`config.mk`:
```
export PLATFORM = sky130hd
export DESIGN_NAME = audio_clip_sequencer
export DESIGN_NICKNAME = d
export VERILOG_FILES = /design/src/rtl/audio_clip_sequencer.sv
export SDC_FILE = /design/constraint.sdc
export NUM_CORES = 1
export LEC_CHECK = 0
export ABC_AREA = 1
export BUFFER_PORTS_ARGS = -buffer_cell sky130_fd_sc_hd__buf_2
export CAP_MARGIN = 20
export CORE_MARGIN = 4
export CORE_UTILIZATION = 23
export DETAILED_ROUTE_END_ITERATION = 10
export HOLD_SLACK_MARGIN = 0.1
export PLACE_DENSITY = 0.36
export SYNTH_ARGS = -nofsm -noshare
export SYNTH_HDL_FRONTEND = slang
export SYNTH_SLANG_ARGS = --single-unit
```
`constraint.sdc`:
```
create_clock -name Clk -period 2.3 [get_ports Clk]
set_input_delay 0.23 -clock Clk [delete_from_list [all_inputs] [get_ports Clk]]
set_output_delay 0.23 -clock Clk [all_outputs]
set_load 0.05 [all_outputs]
```
`src/rtl/audio_clip_sequencer.sv`:
```
// Sample-address sequencer: waits for codec init, then plays one ROM clip at a
// time at a programmable rate, gated by the codec's sample-consumed strobe.
module audio_clip_sequencer #(
  parameter int unsigned ADDR_W = 17,
  parameter int unsigned DIV_W  = 16,
  parameter logic [ADDR_W-1:0] SILENT_ADDR = '0
) (
  input  logic              Clk,
  input  logic              Reset,
  input  logic              INIT_FINISH,
  output logic              INIT,
  input  logic              play_req,
  input  logic [ADDR_W-1:0] clip_start,
  input  logic [ADDR_W-1:0] clip_end,
  input  logic              loop_en,
  input  logic [DIV_W-1:0]  divider,
  input  logic              stop_req,
  input  logic              data_over,
  output logic [ADDR_W-1:0] Add,
  output logic              busy,
  output logic              clip_done,
  output logic              req_err
);

  typedef enum logic [1:0] {
    WAIT_INIT = 2'd0,
    IDLE      = 2'd1,
    PLAY      = 2'd2
  } state_t;

  state_t             state_q, state_n;
  logic [ADDR_W-1:0]  add_q, add_n;
  logic [ADDR_W-1:0]  start_q, start_n;
  logic [ADDR_W-1:0]  end_q, end_n;
  logic [DIV_W-1:0]   div_q, div_n;
  logic [DIV_W-1:0]   cnt_q, cnt_n;
  logic               loop_q, loop_n;
  logic               pending_q, pending_n;
  logic               busy_n, done_n, err_n;

  logic               req_valid_c;
  logic               tick_c;
  logic               advance_c;

  assign req_valid_c = (clip_end >= clip_start);
  assign tick_c      = (cnt_q == div_q);
  assign advance_c   = (tick_c || pending_q) && data_over;

  // Next-state and next-output computation for every register
  always_comb begin
    state_n   = state_q;
    add_n     = add_q;
    start_n   = start_q;
    end_n     = end_q;
    div_n     = div_q;
    cnt_n     = cnt_q;
    loop_n    = loop_q;
    pending_n = pending_q;
    busy_n    = busy;
    done_n    = 1'b0;
    err_n     = 1'b0;

    unique case (state_q)
      WAIT_INIT: begin
        add_n  = SILENT_ADDR;
        busy_n = 1'b0;
        if (INIT_FINISH) state_n = IDLE;
      end

      IDLE: begin
        add_n  = SILENT_ADDR;
        busy_n = 1'b0;
        cnt_n  = '0;
      end

      PLAY: begin
        // Rate divider and pending-tick bookkeeping; extra ticks are absorbed
        cnt_n = tick_c ? '0 : cnt_q + DIV_W'(1);
        if (advance_c) begin
          pending_n = 1'b0;
          if (add_q != end_q) begin
            add_n = add_q + ADDR_W'(1);
          end else if (loop_q) begin
            add_n = start_q;
          end else begin
            add_n   = SILENT_ADDR;
            busy_n  = 1'b0;
            done_n  = 1'b1;
            state_n = IDLE;
          end
        end else if (tick_c) begin
          pending_n = 1'b1;
        end
      end

      default: state_n = WAIT_INIT;
    endcase

    // Play request from IDLE or as a retrigger; an invalid range leaves playback untouched
    if ((state_q == IDLE || state_q == PLAY) && play_req && !stop_req) begin
      if (req_valid_c) begin
        start_n   = clip_start;
        end_n     = clip_end;
        loop_n    = loop_en;
        div_n     = divider;
        add_n     = clip_start;
        cnt_n     = '0;
        pending_n = 1'b0;
        busy_n    = 1'b1;
        done_n    = 1'b0;
        state_n   = PLAY;
      end else begin
        err_n = 1'b1;
      end
    end

    // Stop overrides everything, including a final one-shot advance
    if (state_q == PLAY && stop_req) begin
      state_n   = IDLE;
      add_n     = SILENT_ADDR;
      busy_n    = 1'b0;
      done_n    = 1'b0;
      pending_n = 1'b0;
      cnt_n     = '0;
    end
  end

  // State and output registers with synchronous reset
  always_ff @(posedge Clk) begin
    if (Reset) begin
      state_q   <= WAIT_INIT;
      add_q     <= SILENT_ADDR;
      start_q   <= '0;
      end_q     <= '0;
      div_q     <= '0;
      cnt_q     <= '0;
      loop_q    <= 1'b0;
      pending_q <= 1'b0;
      busy      <= 1'b0;
      clip_done <= 1'b0;
      req_err   <= 1'b0;
      INIT      <= 1'b0;
    end else begin
      state_q   <= state_n;
      add_q     <= add_n;
      start_q   <= start_n;
      end_q     <= end_n;
      div_q     <= div_n;
      cnt_q     <= cnt_n;
      loop_q    <= loop_n;
      pending_q <= pending_n;
      busy      <= busy_n;
      clip_done <= done_n;
      req_err   <= err_n;
      INIT      <= 1'b1;
    end
  end

  assign Add = add_q;

endmodule

```
==> flow_metrics.env <==
export IMPL_maxCapViolCount=0
export IMPL_wl_per_cell_um=14.9
export IMPL_slowest_delay_ps=390
export IMPL_drc_errors=0
export IMPL_fmax_ghz=0.477
export IMPL_clk_latency_ps=360
export IMPL_cp_max_fo=32
export IMPL_ys_warn_count=0
export IMPL_swShare_pct=32.4
export IMPL_drtAntennaViolNets=0
export IMPL_post_cts_setup_buffers=0
export IMPL_routed_via_count=5685
export IMPL_syn_area_per_cell_um2=6.49
export IMPL_io_buffer_count=77
export IMPL_dp_cells=1300
export IMPL_timing_rr_end="end_q[16]"
export IMPL_leakagePower_uw=0.00320
export IMPL_grt_usage_pct=14.2
export IMPL_yosysTopAreaCellShare_pct=31.8
export IMPL_finalCritPeriodShare_pct=91.1
export IMPL_min_from="clip_end[4]"
export IMPL_syn_area_mm2=0.00573
export IMPL_hold_path_class="in2reg"
export IMPL_whs_ps=143
export IMPL_fillCellCount=2793
export IMPL_cts_buffer_depth=2
export IMPL_skew_ps=19.8
export IMPL_slowest_stage="o21ai_0"
export IMPL_hold_path_cell_count=3
export IMPL_cts_tree="yes"
export IMPL_ys_seq_area_share_pct=31.8
export IMPL_fp_dieW_um=166
export IMPL_rr_worst_depth=8
export IMPL_intPower_uw=3000
export IMPL_min_period_ps=2090
export IMPL_post_cts_resized=0
export IMPL_core_mm2=0.0244
export IMPL_slew_violations=0
export IMPL_synth_common_cells="300 x nand2_1, 91 x dfxtp_1, 75 x inv_1"
export IMPL_ys_ff_latch=91
export IMPL_synthFlopType="dfxtp_1"
export IMPL_power_density_mw_per_mm2=629
export IMPL_hold_buffers=0
export IMPL_crit_path_end_kind="flip-flop"
export IMPL_start_util_pct=23.5
export IMPL_criticalPathCategory="reg2reg"
export IMPL_synth_edf_count=0
export IMPL_synthesis_nets=964
export IMPL_r2r_start="state_q[1]"
export IMPL_synthTopCellsByArea="dfxtp_1 32%, nand2_1 20%, a21oi_1 6.0%, ha_1 5.2%, inv_1 4.9%"
export IMPL_cts_made_buffers=9
export IMPL_clock_tree_root_cell="clkbuf_16"
export IMPL_fp_dieH_um=166
export IMPL_worst_pin_slew_ps=527
export IMPL_die_area_mm2=0.0275
export IMPL_rows=57
export IMPL_cts_sinks=91
export IMPL_status="finished, final reports clean"
export IMPL_crit_chain="inv_1, ha_1, nand3_1, inv_1, nand2_2, buf_12, o21ai_0, a21oi_1"
export IMPL_grt_pass1_vias=5486
export IMPL_grt_pass1_wl_um=31100
export IMPL_yosysUniqueCellTypes=38
export IMPL_p_clk_share_pct=38.6
export IMPL_hold_violations=0
export IMPL_rsz0062_at_grt="no"
export IMPL_antenna_found_initial=0
export IMPL_seqPwrFrac_pct=37.1
export IMPL_cpMostUsedCell="inv_1"
export IMPL_cp_required_ps=2510
export IMPL_finalSetupViolations=0
export IMPL_wl_um=19600
export IMPL_cp_arrival_ps=2300
export IMPL_drt_pass1_iter_count=5
export IMPL_start_kind="flip-flop"
export IMPL_p_comb_share_pct=24.3
export IMPL_finish_utilization_pct=28.9
export IMPL_drt_iter0_markers=263
export IMPL_grt_remaining_overflow=0
export IMPL_relSlewSlack_pct=64.8
export IMPL_yosys_area_top_type="dfxtp_1"
export IMPL_grt_max_degree=36
export IMPL_io_pins=78
export IMPL_r2r_slack_ps=210
export IMPL_switchingPower_uw=1430
export IMPL_clk_pin_slew_ps=80
export IMPL_synth_most_common_cell="nand2_1"
export IMPL_ir_drop_v=0.000251
export IMPL_drive_gt1_share_pct=21.2
export IMPL_dpl_hpwl_um=15200
export IMPL_via_per_inst=4.32
export IMPL_async_flop_share_pct=0
export IMPL_gp_congestion=0.804
export IMPL_hold_end="end_q[4]"
export IMPL_final_cells=1316
export IMPL_areaGrowthSynthToFinish_pct=23.0
export IMPL_nets=1068
export IMPL_diodes=0
export IMPL_netlist_instances=883
export IMPL_htreeDepth=3
cell type report:
cell class                      count  area (um2)  area share (%)
Multi-Input combinational cell    655        3280            46.5
Sequential cell                    91        1820            25.9
Timing Repair Buffer              128         818            11.6
Tap cell                          324         405            5.76
Inverter                          102         388            5.51
Clock buffer                       10         239            3.39
Clock inverter                      6        93.8            1.33
critical path, delay by kind of cell (launching register included):
kind                     cells  cell delay (ps)
AO/OA/AOI/OAI                2              460
adder cells (fa/ha/maj)      1              340
buffers and inverters        3              480
flip-flops                   1              370
AND/OR/NAND/NOR              2              300
state kept, by name, summed over array words and instances, names as in the netlist, 2 cells and up:
name     flops
end_q       17
Add         17
div_q       16
start_q     17
state_q      2
cnt_q       16
cell usage in the layout, fill, tap and decap left out, drive strengths merged:
cell,count
a21boi,1
a21oi,70
a221oi,1
buf,128
bufinv,2
clkbuf,10
clkinv,1
clkinvlp,1
dfxtp,91
ha,24
inv,104
nand2,317
nand3,38
nand4,27
nor2,74
nor3,11
nor4,1
o211ai,1
o21ai,63
o21bai,1
or2,1
xnor2,8
xor2,17
routing by layer:
metal,vias up,track usage (%),share of wire [%]
li1,3016,-,-
met2,113,22.4,44
met1,2547,20.5,51
met4,0,2.80,0.88
met3,9,2.52,4.1
met5,-,0,0
power groups by stage:
stage	registers, uW	clock network, uW	logic (uW)
finish	1640	1710	1070
CTS	1640	1780	1090
detailed placement	1680	0	1090
global route	1650	1830	1220
global placement	1680	0	1110
floorplan	1700	0	731
worst max-delay path by stage:
stage / from / to / slack, ps
after floorplan: Add[0] / Add[12] / 120
after global placement: clip_start[8] / end_q[11] / -170
after detailed placement: clip_start[8] / end_q[16] / -160
after CTS: state_q[1] / end_q[16] / 160
after global routing: state_q[1] / cnt_q[10] / 40
final: state_q[1] / end_q[16] / 210
through the flow:
stage	setup slack [ps]	TNS [ps]	total power, uW	area, um2
finish	205	0	4430	7040
CTS	157	0	4520	7040
detailed placement	-155	-333	2770	6710
global route	38.4	0	4700	7040
floorplan	123	0	2430	5730
global placement	-169	-413	2790	6710
cell families after synthesis:
logic type               share of synthesized area, %
AND/OR/NAND/NOR                                  35.5
buffers and inverters                            11.0
XOR/XNOR                                         3.82
adder cells (fa/ha/maj)                          5.24
AO/OA/AOI/OAI                                    12.6
flip-flops                                       31.8
Note: power is estimated with default switching activity, not from simulation.
